[src/rtl/can_bus_harness_if.sv]
// Bus-side signal bundle of the CAN bus harness: per-node enable and transmit
// bits going into the wired-AND bus, per-node receive bits and the delayed bus
// level coming back out.
interface can_bus_harness_if #(
   parameter int NODES = 2
);
   logic [NODES-1:0] node_en;
   logic [NODES-1:0] node_tx;
   logic [NODES-1:0] node_rx;
   logic             bus_level;

   // Node side (or bench) drives tx/enable and listens to rx/bus level
   modport master (
      output node_en,
      output node_tx,
      input  node_rx,
      input  bus_level
   );

   // Harness side resolves the bus and returns what every node hears
   modport slave (
      input  node_en,
      input  node_tx,
      output node_rx,
      output bus_level
   );
endinterface

[src/rtl/can_bus_harness.sv]
// CAN bus model for NODES attached nodes: wired-AND bus with fault injection,
// DELAY-cycle propagation line, per-node arbitration-loss flags, a bit-stuffing
// rule monitor and a run-length cycle timer that raises a sticky done flag.
module can_bus_harness #(
   parameter int NODES   = 2,
   parameter int DELAY   = 1,
   parameter int RUN_LEN = 100,
   parameter int CNT_W   = 16
) (
   input  logic             CLK,
   input  logic             RST_N,
   input  logic             run,
   input  logic             bit_tick,
   input  logic [1:0]       fault_mode,
   input  logic             arb_clr,
   can_bus_harness_if.slave bus,
   output logic [NODES-1:0] arb_lost,
   output logic             stuff_err,
   output logic [CNT_W-1:0] cycle_cnt,
   output logic             done
);

   localparam logic [2:0]       STUFF_MAX = 3'd6;
   localparam logic [2:0]       STUFF_PRE = 3'd5;
   localparam logic [CNT_W-1:0] RUN_END   = CNT_W'(RUN_LEN);

   logic             raw_s;
   logic             faulted_s;
   logic             bus_level_s;
   logic [NODES-1:0] tx_aligned_s;
   logic [NODES-1:0] arb_set_s;
   logic             sample_eq_s;
   logic [CNT_W-1:0] cycle_nxt_s;

   logic             bus_dly_r [DELAY];
   logic [NODES-1:0] tx_dly_r  [DELAY];
   logic [NODES-1:0] arb_lost_r;
   logic [2:0]       stuff_cnt_r;
   logic             sample_r;
   logic             stuff_err_r;
   logic [CNT_W-1:0] cycle_cnt_r;
   logic             done_r;

   // Resolve the wired-AND bus (disconnected nodes read as recessive) and apply the fault
   always_comb begin
      raw_s = &(bus.node_tx | ~bus.node_en);
      case (fault_mode)
         2'd0:    faulted_s = raw_s;
         2'd1:    faulted_s = 1'b0;
         2'd2:    faulted_s = 1'b1;
         2'd3:    faulted_s = ~raw_s;
         default: faulted_s = raw_s;
      endcase
   end

   // Propagation delay line for the bus level; the last stage is what the nodes hear
   always_ff @(posedge CLK) begin
      if (!RST_N) begin
         for (int k = 0; k < DELAY; k++) begin
            bus_dly_r[k] <= 1'b1;
         end
      end else begin
         bus_dly_r[0] <= faulted_s;
         for (int k = 1; k < DELAY; k++) begin
            bus_dly_r[k] <= bus_dly_r[k-1];
         end
      end
   end

   // Matching delay line for each node's own tx so it lines up with the bus it produced
   always_ff @(posedge CLK) begin
      if (!RST_N) begin
         for (int k = 0; k < DELAY; k++) begin
            tx_dly_r[k] <= {NODES{1'b1}};
         end
      end else begin
         tx_dly_r[0] <= bus.node_tx;
         for (int k = 1; k < DELAY; k++) begin
            tx_dly_r[k] <= tx_dly_r[k-1];
         end
      end
   end

   assign bus_level_s   = bus_dly_r[DELAY-1];
   assign tx_aligned_s  = tx_dly_r[DELAY-1];
   assign bus.bus_level = bus_level_s;
   // Receive bits come straight off the registered bus level, so they carry no extra lag
   assign bus.node_rx   = ~bus.node_en | {NODES{bus_level_s}};

   // Detect nodes that sent recessive but read dominant at the sample point
   always_comb begin
      if (bit_tick && !bus_level_s) begin
         arb_set_s = bus.node_en & tx_aligned_s;
      end else begin
         arb_set_s = {NODES{1'b0}};
      end
   end

   // Sticky arbitration-loss flags; a new loss in the clearing cycle still sets
   always_ff @(posedge CLK) begin
      if (!RST_N) begin
         arb_lost_r <= {NODES{1'b0}};
      end else if (arb_clr) begin
         arb_lost_r <= arb_set_s;
      end else begin
         arb_lost_r <= arb_lost_r | arb_set_s;
      end
   end

   assign sample_eq_s = (bus_level_s == sample_r);

   // Stuff monitor: count equal consecutive samples, pulse once on reaching six
   always_ff @(posedge CLK) begin
      if (!RST_N) begin
         stuff_cnt_r <= 3'd0;
         sample_r    <= 1'b1;
         stuff_err_r <= 1'b0;
      end else if (bit_tick) begin
         sample_r    <= bus_level_s;
         stuff_err_r <= (stuff_cnt_r == STUFF_PRE) && sample_eq_s;
         if ((stuff_cnt_r == 3'd0) || !sample_eq_s) begin
            stuff_cnt_r <= 3'd1;
         end else if (stuff_cnt_r != STUFF_MAX) begin
            stuff_cnt_r <= stuff_cnt_r + 3'd1;
         end else begin
            stuff_cnt_r <= stuff_cnt_r;
         end
      end else begin
         stuff_err_r <= 1'b0;
      end
   end

   assign cycle_nxt_s = cycle_cnt_r + {{(CNT_W-1){1'b0}}, 1'b1};

   // Run-length timer: counts enabled cycles and freezes once RUN_LEN is reached
   always_ff @(posedge CLK) begin
      if (!RST_N) begin
         cycle_cnt_r <= {CNT_W{1'b0}};
         done_r      <= 1'b0;
      end else if (run && !done_r) begin
         cycle_cnt_r <= cycle_nxt_s;
         done_r      <= (cycle_nxt_s == RUN_END);
      end else begin
         cycle_cnt_r <= cycle_cnt_r;
         done_r      <= done_r;
      end
   end

   assign arb_lost  = arb_lost_r;
   assign stuff_err = stuff_err_r;
   assign cycle_cnt = cycle_cnt_r;
   assign done      = done_r;

endmodule

[src/flat_wrapper.sv]
// flat-port wrapper written by rule: the top's interface ports become plain ports
module can_bus_harness_flat 
#(
   parameter int NODES   = 2,
   parameter int DELAY   = 1,
   parameter int RUN_LEN = 100,
   parameter int CNT_W   = 16
)
  (CLK, RST_N, run, bit_tick, fault_mode, arb_clr, arb_lost, stuff_err, cycle_cnt, done, bus_node_en, bus_node_tx, bus_node_rx, bus_bus_level);
  can_bus_harness_if #(.NODES(NODES)) bus_i ();
  input  logic CLK;
  input  logic RST_N;
  input  logic run;
  input  logic bit_tick;
  input  logic [1:0] fault_mode;
  input  logic arb_clr;
  output logic [NODES-1:0] arb_lost;
  output logic stuff_err;
  output logic [CNT_W-1:0] cycle_cnt;
  output logic done;
  input wire logic [$bits(bus_i.node_en)-1:0] bus_node_en;
  input wire logic [$bits(bus_i.node_tx)-1:0] bus_node_tx;
  output wire logic [$bits(bus_i.node_rx)-1:0] bus_node_rx;
  output wire logic [$bits(bus_i.bus_level)-1:0] bus_bus_level;
  assign bus_i.node_en = bus_node_en;
  assign bus_i.node_tx = bus_node_tx;
  assign bus_node_rx = bus_i.node_rx;
  assign bus_bus_level = bus_i.bus_level;
  can_bus_harness #(.NODES(NODES), .DELAY(DELAY), .RUN_LEN(RUN_LEN), .CNT_W(CNT_W)) u_core (.CLK(CLK), .RST_N(RST_N), .run(run), .bit_tick(bit_tick), .fault_mode(fault_mode), .arb_clr(arb_clr), .bus(bus_i), .arb_lost(arb_lost), .stuff_err(stuff_err), .cycle_cnt(cycle_cnt), .done(done));
endmodule
[config.mk]
export PLATFORM = sky130hd
export DESIGN_NAME = can_bus_harness_flat
export DESIGN_NICKNAME = d
export VERILOG_FILES = /design/src/rtl/can_bus_harness_if.sv /design/src/rtl/can_bus_harness.sv /design/src/flat_wrapper.sv
export SDC_FILE = /design/constraint.sdc
export NUM_CORES = 1
export LEC_CHECK = 0
export CAP_MARGIN = 0
export CORE_ASPECT_RATIO = 0.8
export CORE_MARGIN = 5
export CORE_UTILIZATION = 50
export CTS_CLUSTER_SIZE = 30
export DETAILED_ROUTE_END_ITERATION = 12
export PLACE_DENSITY = 0.79
export SYNTH_ARGS = -nofsm -noshare
export SYNTH_HDL_FRONTEND = slang
export SYNTH_SLANG_ARGS = --single-unit
[constraint.sdc]
create_clock -name CLK -period 2.11 [get_ports CLK]
set_input_delay 0.422 -clock CLK [delete_from_list [all_inputs] [get_ports CLK]]
set_output_delay 0.422 -clock CLK [all_outputs]
set_load 0.01 [all_outputs]
==> results of run 1 <==
-- flip-flops by register name, summed over array words and instances, names as in the netlist --
register            flops
u_core.cycle_cnt       16
u_core.stuff_cnt_r      3
u_core.arb_lost         2
u_core.tx_dly_r         2
u_core.bus_dly_r        1
u_core.done             1
u_core.sample_r         1
u_core.stuff_err        1
-- cells in the mapped netlist (3+ instances only) --
cell type	number
sky130_fd_sc_hd__ha_1	6
sky130_fd_sc_hd__a21boi_0	4
sky130_fd_sc_hd__xnor2_1	14
sky130_fd_sc_hd__xor2_1	5
sky130_fd_sc_hd__dfxtp_1	27
sky130_fd_sc_hd__and2_1	12
sky130_fd_sc_hd__nand2b_1	7
sky130_fd_sc_hd__nor2_1	5
sky130_fd_sc_hd__buf_6	3
sky130_fd_sc_hd__nand4_1	5
sky130_fd_sc_hd__nand2_1	12
sky130_fd_sc_hd__nor3_1	5
sky130_fd_sc_hd__inv_1	5
sky130_fd_sc_hd__o21ai_0	4
sky130_fd_sc_hd__nand3_1	6
sky130_fd_sc_hd__clkbuf_1	4
sky130_fd_sc_hd__nor2b_1	8
-- cells by family (layout without fill, tap and decap cells) --
group	Yosys count	count (layout)	synth area share, %
AND/OR/NAND/NOR	76	76	30.1
flip-flops	27	27	35.5
AO/OA/AOI/OAI	24	24	12.6
XOR/XNOR	19	19	10.9
buffers and inverters	14	50	5.26
adder cells (fa/ha/maj)	6	6	4.93
multiplexers	1	1	0.658
-- tightest hold or removal path, cell delays in order, from the launching register on --
cell and delay [ns]:
sky130_fd_sc_hd__dfxtp_1 0.32, sky130_fd_sc_hd__nand2b_1 0.06, sky130_fd_sc_hd__a21boi_0 0.06
-- worst max path at each step --
stage / start / slack [ns] / cells past startpoint / endpoint
CTS: bus_node_en[1] / 0.18 / 3 / bus_node_rx[1]
detailed placement: run / 0.17 / 6 / u_core.cycle_cnt[12]
global placement: bus_node_en[1] / 0.21 / 3 / bus_node_rx[1]
floorplan: u_core.cycle_cnt[0] / 0.32 / 7 / u_core.cycle_cnt[12]
finish: bus_node_en[1] / 0.20 / 3 / bus_node_rx[1]
global route: u_core.cycle_cnt[3] / 0.08 / 5 / u_core.done
-- final cells by class --
cell class	count	area, sq um
Multi-Input combinational cell	126	901
Clock buffer	4	45.0
Inverter	5	18.8
Tap cell	38	47.5
Sequential cell	27	541
Fill cell	241	886
Timing Repair Buffer	41	390
-- stage by stage --
stage / cell area (sq um) / hold WS [ns] / instances / util (%) / worst slack (ns)
floorplan: 1520 / 0.463 / 167 / - / 0.318
global placement: 1900 / 0.464 / 237 / 67.1 / 0.207
detailed placement: 1900 / 0.474 / 237 / 67.1 / 0.166
CTS: 1940 / 0.490 / 241 / 68.7 / 0.184
global route: 1940 / 0.520 / 241 / 68.7 / 0.0812
finish: 1940 / 0.485 / 241 / 68.7 / 0.197
-- power groups by stage --
| stage | Clock (mW) | Combinational, mW | Sequential (mW) |
|---|---|---|---|
| after floorplan | 0 | 0.0467 | 0.547 |
| after global placement | 0 | 0.107 | 0.544 |
| after detailed placement | 0 | 0.113 | 0.545 |
| after CTS | 0.301 | 0.113 | 0.533 |
| after global routing | 0.333 | 0.125 | 0.536 |
| final | 0.289 | 0.113 | 0.533 |
-- layer usage --
| layer | global-route usage [%] | vias to the layer above | part of all wire, % |
|---|---|---|---|
| met1 | 23.3 | 599 | 47 |
| met5 | 0 | - | 0 |
| met2 | 30.2 | 20 | 48 |
| met4 | 5.63 | 0 | 1.2 |
| li1 | - | 658 | - |
| met3 | 4.75 | 5 | 3.9 |
-- placed cells by master (no fill, tap or decap), types with 2 or more instances in the layout --
cell / n
sky130_fd_sc_hd__nand4_1: 5
sky130_fd_sc_hd__nand2b_1: 7
sky130_fd_sc_hd__and4_4: 2
sky130_fd_sc_hd__nor3b_1: 2
sky130_fd_sc_hd__buf_4: 8
sky130_fd_sc_hd__clkdlybuf4s50_1: 33
sky130_fd_sc_hd__xnor2_1: 14
sky130_fd_sc_hd__clkbuf_8: 3
sky130_fd_sc_hd__dfxtp_1: 27
sky130_fd_sc_hd__nor3_1: 5
sky130_fd_sc_hd__inv_1: 5
sky130_fd_sc_hd__o31ai_1: 2
sky130_fd_sc_hd__nor2b_1: 8
sky130_fd_sc_hd__and2_1: 12
sky130_fd_sc_hd__a311oi_1: 2
sky130_fd_sc_hd__o21ai_0: 4
sky130_fd_sc_hd__nand2_1: 12
sky130_fd_sc_hd__a211oi_1: 2
sky130_fd_sc_hd__and3_1: 2
sky130_fd_sc_hd__nor2_1: 5
sky130_fd_sc_hd__ha_1: 6
sky130_fd_sc_hd__a31oi_1: 2
sky130_fd_sc_hd__a21boi_0: 4
sky130_fd_sc_hd__nand3_1: 6
sky130_fd_sc_hd__nand4b_1: 2
sky130_fd_sc_hd__a21oi_1: 2
sky130_fd_sc_hd__xor2_1: 5
==> results.py, run 1 <==
metrics = {
    "cts": {
        "clock_tree_from_tritoncts": "yes",
        "cts_sinks": 27,
        "clkSlewWorstSetupHoldPaths_ns": 0.09,
        "ctsResizeCount": 0,
        "tritoncts.num_buffers": 3,
        "root_buf_cell": "sky130_fd_sc_hd__clkbuf_8",
        "cts-hold-fix-buffers": 0,
        "clk-insertion-delay-late_ns": 0.27,
        "clockBufferDepth": 2,
        "postCtsSetupRepairBufs": 0,
        "htree_levels": 1,
    },
    "critical_path": {
        "cpPeakStageDelay_ns": 0.54,
        "critical_path.n_buffers_inverters": 2,
        "critPathMaxFanout": 3,
        "endpoint_kind": "output port",
        "regToRegStartpoint": "u_core.cycle_cnt[3]",
        "crit_arrival_ns": 1.49,
        "crit_type": "in -> out",
        "r2r_end": "u_core.done",
        "register_to_register_setup_slack_ns": 0.26,
        "critical_path_required_ns": 1.69,
        "timing.reg2reg.worst_path_depth": 5,
        "crit_path_top_delay_cell": "sky130_fd_sc_hd__clkdlybuf4s50_1",
        "most_frequent_cp_cell": "sky130_fd_sc_hd__clkdlybuf4s50_1",
        "timing.critical_path.from_type": "input port",
        "cp_cell_sequence": "clkdlybuf4s50_1, nand2b_1, clkdlybuf4s50_1",
        "path_delay_family": "buffers and inverters",
    },
    "timing": {
        "final_min_period_over_clock_period_pct": 90.7,
        "post-route-min-period_ns": 1.91,
        "max_clock_freq_mhz": 523,
        "timing.final.setup_violations": 0,
        "hold_violations": 0,
        "max_slew_margin_pct": 68.9,
        "grt_setup_unrepaired": "no",
        "worstMarginPinSlew_ns": 0.463,
        "final.setup_skew_ns": 0.00559,
        "final_setup_tns_ns": 0,
        "timing_max_transition_violations_final": 0,
    },
    "pwr": {
        "peak_supply_drop_mv": 0.451,
        "share_seq_of_total_power_pct": 57.0,
        "power_density_over_cell_area_mw_per_mm2": 481,
        "power_leakage_nw": 0.727,
        "post-layout-total-power_mw": 0.934,
        "p_sw_share_pct": 23.1,
        "power_frac_comb_pct": 12.0,
        "internal_power_mw": 0.718,
        "power.switching_mw": 0.216,
        "clock_power_share_pct": 30.9,
    },
    "final_layout": {
        "layout-area-overhead-vs-synth_pct": 27.7,
        "diodes": 0,
        "layout-drive-gt1-share_pct": 8.37,
        "num-nets-final": 221,
    },
    "routing": {
        "drc": 0,
        "first_iter_violations": 52,
        "detail-route-antenna-nets": 0,
        "routed-via-count": 1282,
        "drt_wl_total_mm": 3.47,
        "route.detailed.wl_per_inst_um": 14.4,
        "drtPass1Iterations": 4,
        "post_drt_via_cell_ratio": 5.32,
    },
    "hold_path": {
        "min_delay_worst_type": "reg -> reg",
        "timing.hold.worst_path_depth": 2,
        "hold_end": "u_core.arb_lost[1]",
        "min-delay-start": "u_core.arb_lost[1]",
    },
    "global_route": {
        "vias_in_the_first_global_route": 1233,
        "grt_pass1_wl_mm": 6.00,
        "overflow": 0,
        "grt_max_degree": 28,
        "initial_antenna_violation_count": 0,
        "globalRouteTotalUtil_pct": 18.2,
    },
    "place": {
        "place.detailed.hpwl_mm": 2.65,
        "port-buffer-count": 33,
        "gp_routability_congestion": 0.839,
    },
    "logic_synthesis": {
        "synth.lib_cells_used.distinct": 43,
        "synth_top_cell_by_area": "sky130_fd_sc_hd__dfxtp_1",
        "synth_fp_nets": 184,
        "syn-cell-area_sq_mm": 0.00152,
        "synth-async-reset-ratio_pct": 0,
        "number_of_flops_mapped_to_enable_cells_by_yosys": 0,
        "postSynthRegisterBits": 27,
        "synth_area_leaders": "sky130_fd_sc_hd__dfxtp_1 36%, sky130_fd_sc_hd__xnor2_1 8.1%, sky130_fd_sc_hd__and2_1 4.9%",
        "synth_flop_cell": "sky130_fd_sc_hd__dfxtp_1",
        "synth.avg_cell_area_sq_um": 9.11,
        "synth-seq-area-share_pct": 35.5,
        "post_synth_inst_count": 167,
        "post-synth-top-area-fraction_pct": 35.5,
        "yosysWarnings": 0,
    },
    "die": {
        "boundaryPins": 34,
        "core_sq_mm": 0.00283,
        "dieHeight_um": 59.3,
        "floorplan.die.width_um": 71.7,
        "placementRows": 17,
        "die_area_sq_mm": 0.00425,
        "initial_utilization_pct": 53.8,
    },
    "outcome": {
        "status": "finished, final reports clean",
    },
    "flow_run": {
        "maxCapViolations": 0,
    },
}
(Power assumes the default switching activity.)
==> inputs of run 2 (changes only) <==
Settings changed: CORE_UTILIZATION 50 to 40, PLACE_DENSITY 0.79 to 0.66, SETUP_SLACK_MARGIN from default to 0.5, SKIP_CTS_REPAIR_TIMING from default to 1.
==> results.py, run 2 (synthesis gave the netlist of run 1 again) <==
metrics = {
    "routing": {
        "detail-route-antenna-nets": 0,
        "drt_wl_total_mm": 3.65,
        "route.detailed.wl_per_inst_um": 14.4,
        "drtPass1Iterations": 4,
        "drc": 0,
        "post_drt_via_cell_ratio": 5.36,
        "routed-via-count": 1355,
        "first_iter_violations": 96,
    },
    "final_layout": {
        "num-nets-final": 227,
        "layout-drive-gt1-share_pct": 27.3,
        "most_common_cell_after_layout_fill_and_taps_aside": "sky130_fd_sc_hd__dlymetal6s2s_1",
        "most-common-layout-cells": "23 x sky130_fd_sc_hd__dlymetal6s2s_1, 13 x sky130_fd_sc_hd__xnor2_1, 13 x sky130_fd_sc_hd__buf_4, 13 x sky130_fd_sc_hd__dfxtp_4, 12 x sky130_fd_sc_hd__and2_1",
        "nFillCells": 317,
        "diodes": 0,
        "layout-area-overhead-vs-synth_pct": 46.2,
        "largest_reg_flops": 16,
    },
    "die": {
        "die_area_sq_mm": 0.00514,
        "floorplan.die.width_um": 79.0,
        "core_sq_mm": 0.00373,
        "boundaryPins": 34,
        "placementRows": 20,
        "dieHeight_um": 65.2,
        "initial_utilization_pct": 40.8,
    },
    "timing": {
        "final.setup_skew_ns": 0.00408,
        "timing.final.setup_violations": 0,
        "worstMarginPinSlew_ns": 0.391,
        "post-route-min-period_ns": 1.66,
        "max_clock_freq_mhz": 601,
        "final_min_period_over_clock_period_pct": 78.9,
        "max_slew_margin_pct": 73.6,
        "hold_violations": 0,
        "final_setup_tns_ns": 0,
        "timing_max_transition_violations_final": 0,
        "grt_setup_unrepaired": "yes",
    },
    "global_route": {
        "initial_antenna_violation_count": 0,
        "grt_busiest_layer": "met2",
        "grt_max_degree": 28,
        "globalRouteMet1Util_pct": 17.5,
        "overflow": 0,
        "global_route_met2_utilization_pct": 24.4,
        "grt_pass1_wl_mm": 5.95,
        "vias_in_the_first_global_route": 1273,
        "globalRouteTotalUtil_pct": 14.4,
        "grt_use_met3_pct": 4.93,
    },
    "cts": {
        "clock_tree_from_tritoncts": "yes",
        "clk-insertion-delay-late_ns": 0.28,
        "root_buf_cell": "sky130_fd_sc_hd__clkbuf_8",
        "clockBufferDepth": 2,
        "clkSlewWorstSetupHoldPaths_ns": 0.10,
        "htree_levels": 1,
        "tritoncts.num_buffers": 3,
        "cts_sinks": 27,
    },
    "place": {
        "place.detailed.hpwl_mm": 2.44,
        "port-buffer-count": 33,
        "gp_routability_congestion": 0.807,
    },
    "flow_run": {
        "maxCapViolations": 0,
    },
    "pwr": {
        "power_leakage_nw": 1.18,
        "power_density_over_cell_area_mw_per_mm2": 423,
        "post-layout-total-power_mw": 0.941,
        "peak_supply_drop_mv": 0.383,
    },
    "critical_path": {
        "critPathMaxFanout": 2,
        "critical_path_required_ns": 2.30,
        "crit_arrival_ns": 1.85,
        "endpoint_kind": "register",
        "crit_type": "in -> reg",
        "timing.reg2reg.worst_path_depth": 5,
        "timing.critical_path.from_type": "input port",
    },
    "hold_path": {
        "min_delay_worst_type": "reg -> reg",
        "timing.hold.worst_path_depth": 2,
    },
    "outcome": {
        "status": "finished, final reports clean",
    },
}
==> run 2: cell types whose count changed in the layout (fill, tap and decap cells not counted), moves of 2 or more <==
cell	delta
sky130_fd_sc_hd__nor3_4	+2
sky130_fd_sc_hd__nor3_1	-3
sky130_fd_sc_hd__buf_4	+5
sky130_fd_sc_hd__dfxtp_1	-19
sky130_fd_sc_hd__clkdlybuf4s50_1	-23
sky130_fd_sc_hd__dlymetal6s2s_1	+23
sky130_fd_sc_hd__dfxtp_4	+13
sky130_fd_sc_hd__dfxtp_2	+6
==> run 2: area by class of cell <==
cell class	count	area, sq um	share of cell area (%)
Multi-Input combinational cell	126	1000	44.9
Sequential cell	27	597	26.8
Timing Repair Buffer	47	505	22.7
Tap cell	44	55.1	2.47
Clock buffer	3	41.3	1.86
Inverter	5	18.8	0.844
Clock inverter	1	7.51	0.337
==> run 2: report_power, final <==
group | internal (mW) | switching, mW | total [mW]
registers | 0.508 | 0.0164 | 0.525
clock network | 0.134 | 0.171 | 0.305
logic | 0.0620 | 0.0495 | 0.112
total | 0.705 | 0.236 | 0.941
==> run 2: worst paths after layout <==
check | start | to | slack [ns]
min reg2reg | u_core.arb_lost[1] | u_core.arb_lost[1] | 0.48
max | run | u_core.done | 0.45
max reg2reg | u_core.cycle_cnt[7] | u_core.done | 0.46
min | u_core.arb_lost[1] | u_core.arb_lost[1] | 0.48
==> run 2: metrics by stage <==
stage | instances | instance area [sq um] | setup slack, ns | utilization, % | hold slack (ns)
2_1_floorplan | 167 | 1540 | 0.408 | - | 0.463
3_3_place_gp | 242 | 1910 | 0.170 | 51.3 | 0.465
3_5_place_dp | 242 | 1910 | 0.170 | 51.3 | 0.473
4_1_cts | 246 | 1960 | 0.168 | 52.7 | 0.485
5_1_grt | 253 | 2220 | 0.410 | 59.7 | 0.502
6_report | 253 | 2220 | 0.445 | 59.7 | 0.479
==> run 2: per-layer routing <==
metal	vias to the layer above	wire length, um	part of all wire (%)
li1	669	-	-
met3	2	266	7.3
met4	0	19	0.52
met1	639	1600	44
met5	-	0	0
met2	45	1760	48
==> run 2: critical path: stages <==
cell                              delay [ns]
sky130_fd_sc_hd__clkdlybuf4s50_1        0.52
sky130_fd_sc_hd__nor2b_2                0.19
sky130_fd_sc_hd__and3_1                 0.16
sky130_fd_sc_hd__and4b_1                0.19
sky130_fd_sc_hd__o2111ai_1              0.11
sky130_fd_sc_hd__o31ai_1                0.26
